File: config.mk
export PLATFORM = sky130hd
export DESIGN_NAME = uart_tx_serializer
export DESIGN_NICKNAME = d
export VERILOG_FILES = /design/src/rtl/uart_tx_serializer.sv
export SDC_FILE = /design/constraint.sdc
export NUM_CORES = 1
export LEC_CHECK = 0
export BUFFER_PORTS_ARGS = -buffer_cell sky130_fd_sc_hd__clkbuf_2
export CORE_MARGIN = 5
export CORE_UTILIZATION = 53
export CTS_CLUSTER_DIAMETER = 80
export DETAILED_ROUTE_END_ITERATION = 8
export GPL_ROUTABILITY_DRIVEN = 0
export PLACE_DENSITY_LB_ADDON = 0.08
export SLEW_MARGIN = 30
export SYNTH_ARGS = -nofsm -noshare
export SYNTH_HDL_FRONTEND = slang
export SYNTH_SLANG_ARGS = --single-unit
File: constraint.sdc
create_clock -name clk -period 1.9 [get_ports clk]
set_input_delay 0.095 -clock clk [delete_from_list [all_inputs] [get_ports clk]]
set_output_delay 0.095 -clock clk [all_outputs]
set_load 0.1 [all_outputs]
File: src/rtl/uart_tx_serializer.sv
// UART transmit serialiser: takes one byte per rising edge of tx_start and sends
// a start bit, 8 data bits LSB first, optional parity and 1 or 2 stop bits.
module uart_tx_serializer #(
  parameter int CLKS_PER_BIT = 16,
  parameter int PARITY_EN    = 0,
  parameter int PARITY_ODD   = 0,
  parameter int STOP_BITS    = 1
) (
  input  logic       clk,
  input  logic       rst_n,
  input  logic       tx_start,
  input  logic [7:0] tx_data,
  output logic       tx_done,
  output logic       tx_busy,
  output logic       tx_serial
);

  // Handshake: a frame starts on a 0->1 transition of tx_start seen while idle,
  // tx_data is captured in that same cycle; tx_busy covers START..DONE and
  // tx_done pulses for exactly one cycle once the last stop bit has been sent.
  // Edges that arrive while busy are dropped, never queued.

  localparam int CW = (CLKS_PER_BIT > 1) ? $clog2(CLKS_PER_BIT) : 1;
  localparam logic [CW-1:0] BAUD_MAX  = CW'(CLKS_PER_BIT - 1);
  localparam logic [2:0]    STOP_LAST = 3'(STOP_BITS - 1);
  localparam logic          PAR_EN    = (PARITY_EN != 0);
  localparam logic          PAR_ODD   = (PARITY_ODD != 0);

  localparam logic [2:0] ST_IDLE   = 3'd0;
  localparam logic [2:0] ST_START  = 3'd1;
  localparam logic [2:0] ST_DATA   = 3'd2;
  localparam logic [2:0] ST_PARITY = 3'd3;
  localparam logic [2:0] ST_STOP   = 3'd4;
  localparam logic [2:0] ST_DONE   = 3'd5;

  logic [2:0]    state;
  logic [CW-1:0] baud_cnt;
  logic [2:0]    bit_idx;
  logic [7:0]    shift_reg;
  logic          par_bit;
  logic          tx_start_q;
  logic          start_evt;
  logic          bit_end;

  assign start_evt = (state == ST_IDLE) && tx_start && !tx_start_q;
  assign bit_end   = (baud_cnt == BAUD_MAX);

  always_ff @(posedge clk) begin
    if (!rst_n) begin
      state      <= ST_IDLE;
      baud_cnt   <= '0;
      bit_idx    <= '0;
      shift_reg  <= '0;
      par_bit    <= 1'b0;
      tx_start_q <= 1'b0;
      tx_serial  <= 1'b1;
      tx_busy    <= 1'b0;
      tx_done    <= 1'b0;
    end else begin
      tx_start_q <= tx_start;
      case (state)
        ST_IDLE: begin
          tx_serial <= 1'b1;
          tx_busy   <= 1'b0;
          tx_done   <= 1'b0;
          baud_cnt  <= '0;
          bit_idx   <= '0;
          if (start_evt) begin
            shift_reg <= tx_data;
            // Parity is taken from the byte as latched, since the shifter empties.
            par_bit   <= (^tx_data) ^ PAR_ODD;
            state     <= ST_START;
            tx_serial <= 1'b0;
            tx_busy   <= 1'b1;
          end
        end
        ST_START: begin
          if (bit_end) begin
            baud_cnt  <= '0;
            state     <= ST_DATA;
            tx_serial <= shift_reg[0];
          end else begin
            baud_cnt <= baud_cnt + 1'b1;
          end
        end
        ST_DATA: begin
          if (bit_end) begin
            baud_cnt  <= '0;
            shift_reg <= shift_reg >> 1;
            if (bit_idx == 3'd7) begin
              bit_idx <= '0;
              if (PAR_EN) begin
                state     <= ST_PARITY;
                tx_serial <= par_bit;
              end else begin
                state     <= ST_STOP;
                tx_serial <= 1'b1;
              end
            end else begin
              bit_idx   <= bit_idx + 3'd1;
              tx_serial <= shift_reg[1];
            end
          end else begin
            baud_cnt <= baud_cnt + 1'b1;
          end
        end
        ST_PARITY: begin
          if (bit_end) begin
            baud_cnt  <= '0;
            state     <= ST_STOP;
            tx_serial <= 1'b1;
          end else begin
            baud_cnt <= baud_cnt + 1'b1;
          end
        end
        ST_STOP: begin
          tx_serial <= 1'b1;
          if (bit_end) begin
            baud_cnt <= '0;
            // bit_idx counts stop bits here so one counter serves both phases.
            if (bit_idx == STOP_LAST) begin
              bit_idx <= '0;
              state   <= ST_DONE;
              tx_done <= 1'b1;
            end else begin
              bit_idx <= bit_idx + 3'd1;
            end
          end else begin
            baud_cnt <= baud_cnt + 1'b1;
          end
        end
        ST_DONE: begin
          state     <= ST_IDLE;
          tx_done   <= 1'b0;
          tx_busy   <= 1'b0;
          tx_serial <= 1'b1;
        end
        default: begin
          state     <= ST_IDLE;
          tx_done   <= 1'b0;
          tx_busy   <= 1'b0;
          tx_serial <= 1'b1;
        end
      endcase
    end
  end

endmodule

==> metrics.md <==
| Metric | Value |
|---|---|
| Most frequent cells in the layout | dfxtp_1, o21ai_0, nand2_1 |
| Routed wire length | 2780 µm |
| Post-synth cell types | 40 |
| HP Class | in2reg |
| DIE HEIGHT | 58.3 µm |
| Starting DRC count in detailed routing | 43 |
| Commonest non-fill, non-tap cell in the layout | dfxtp_1 |
| Worst r2r path cells | 4 |
| Drt via density | 6.03 |
| Wire per inst | 14.5 µm |
| Worst-path maximum fanout | 8 |
| Tot GR Track Use | 0.178 |
| # DRC | 0 |
| Fin crit share | 0.902 |
| Final setup vio count | 0 |
| I/O Buffers | 13 |
| Root Driver | clkbuf_4 |
| Multi-input gate area | 727 µm² |
| Row count | 17 |
| Final Skew | 0.00886 ns |
| Vias in the first global route | 1111 |
| CTS buffer count | 3 |
| Pwr Density | 793 nW/µm² |
| Status | finished clean |
| Post-Synthesis Cells | 150 |
| Die width | 58.3 µm |
| Max cap viols | 0 |
| Pre-antenna DRT Iters | 4 |
| First-pass GRT wire length | 4860 µm |
| Syn Nets | ~170 |
| Max reg flops | 8 |
| Core ar. | 2210 µm² |
| CP arrival | 1.97 ns |
| CP required | 2.16 ns |
| Type of origin of the critical path | register |
| Unrepaired setup endpoints after global routing | false |
| # nets final | 180 |
| Mean Syn Cell Area | between 8 and 9 µm² |
| Hold path cells | 3 |
| Worst setup margin | 0.185 ns |
| Area Overhead vs Synth | 14.1% |
| Synthesized cell area | between 1000 and 1500 µm² |
| FF+latch area | 440 µm² |
| Detailed Place HPWL | 1870 µm |
| Critical path capture point type | register |
| Pins Over Slew Limit | 0 |
| Clock sinks | 22 |
| Clk_lat worst skew | between 0.3 and 0.4 ns |
| Top cell type's share of synthesized area | 0.356 |
| Fin Setup TNS | 0 ns |
| Top cell type by total area after synthesis | dfxtp_1 |
| Layout cells sized above 1 | 0.165 |
| Die area | 3400 µm² |
| Clk buf depth | 2 |
| Post-synthesis register bit count | 22 |
| Clock transition at path regs | about 0.13 ns |
| Starting Density | 0.559 |
| P_leak | 0.615 nW |
| Worst VDD drop | 0.581 mV |
| Post-route ant nets | 0 |
| Post-CTS Resized | 0 |
| Critical path class | reg2reg |
| Sequential share of the synthesized area | 0.356 |
| Peak Freq | 583 MHz |
| CTS tree | yes |
| DR vias | between 1000 and 1500 |
| Final min period | between 1.5 and 2 ns |
| Largest cells by area after synthesis | dfxtp_1, o21ai_0, o211a_1 |
| Largest net degree at the start of global routing | 27 |
| Worst slew pin tran | around 0.57 ns |
| Slew headroom | 0.622 |
| Initial antenna violation count | 0 |
| H-Tree Depth | 1 |
| Final hold vios | 0 |
| # fillers | 199 |
| ANT cells | 0 |
| Setup WS pre-CTS | roughly 0.16 ns |
| Grt ovf | 0 |
| Num ports | 14 |
| Warnings from Yosys | 0 |
==> logic make-up after synthesis <==
| group | count (synthesis) | synth area share |
|---|---|---|
| AOI/OAI and AO/OA | 51 | 0.279 |
| xor gates and xnor gates | 1 | 0.00709 |
| adders and majority gates | 4 | 0.0405 |
| buffers and inverters | 15 | 0.0557 |
| DFF | 22 | 0.356 |
| muxes | 3 | 0.0243 |
| and+or+nand+nor | 54 | 0.237 |
==> path summary, 6_finish.rpt <==
check / startpoint / slack (ns) / to
min: tx_data[7] / 0.03 / shift_reg[7]$_SDFFE_PN0P_
min reg2reg: bit_idx[0]$_SDFFE_PN0P_ / 0.49 / bit_idx[0]$_SDFFE_PN0P_
max: baud_cnt[0]$_SDFFE_PN0P_ / 0.19 / bit_idx[2]$_SDFFE_PN0P_
max reg2reg: baud_cnt[0]$_SDFFE_PN0P_ / 0.19 / bit_idx[2]$_SDFFE_PN0P_
==> layout make-up <==
class / count / area share
Clock buffer: 3 / 0.0160
Clock inverter: 1 / 0.0213
Inverter: 4 / 0.0106
Multi-Input combinational cell: 113 / 0.516
Sequential cell: 22 / 0.312
Tap cell: 28 / 0.0248
Timing Repair Buffer: 21 / 0.0994
==> cell usage after synthesis, drive strengths merged <==
library cell,count
o21a,1
a211oi,2
a21oi,8
a31oi,2
nor2,3
buf,4
nand2b,3
or3,1
a32o,1
o21ai,20
a221oi,1
nand3,9
and3,4
xnor2,1
nand3b,2
nor3,3
mux2i,3
and2,4
nor3b,2
or3b,1
o211a,7
o31ai,2
clkbuf,7
a2bb2oi,1
o31a,1
ha,4
nor2b,2
nand4b,1
dfxtp,22
a21boi,1
o22ai,2
inv,4
o211ai,1
nand2,16
nand4,3
a22o,1
==> critical path, cell delays in order, from the launching register on <==
cell and delay [ns]:
dfxtp_1 0.39, ha_1 0.26, nand3_1 0.28, o31ai_1 0.49, mux2i_1 0.23
==> power by group <==
group          leakage, nW  total, W  switching (W)  internal [W]
combinational        0.408  0.000223       0.000135     0.0000880
clock               0.0279  0.000370       0.000156      0.000214
sequential           0.180  0.000526      0.0000329      0.000493
total                0.615   0.00112       0.000324      0.000795
==> repair_timing <==
item	4_1_cts	5_1_grt
setup buffers	0	1
hold buffers	1	0
endpoints found under the setup margin	0	1
hold endpoints to repair	1	0
==> per-layer routing <==
layer  GRT usage  vias up  part of all wire
li1            -      578                 -
met1       0.254      546              0.47
met2       0.255       29              0.47
met3      0.0461        4             0.053
met4      0.0695        0             0.012
met5           0        -                 0
==> through the flow <==
| step | utilization | cells | area, µm² | total power [W] | hold WS (ns) |
|---|---|---|---|---|---|
| 6_report | 0.637 | 192 | 1410 | 0.00112 | 0.0301 |
| 2_1_floorplan | - | 150 | 1240 | 0.000700 | 0.217 |
| 3_3_place_gp | 0.600 | 186 | 1330 | 0.000738 | 0.336 |
| 4_1_cts | 0.628 | 191 | 1390 | 0.00111 | 0.0251 |
| 5_1_grt | 0.637 | 192 | 1410 | 0.00117 | 0.0342 |
| 3_5_place_dp | 0.600 | 186 | 1330 | 0.000744 | 0.340 |
(Power assumes the default switching activity.)
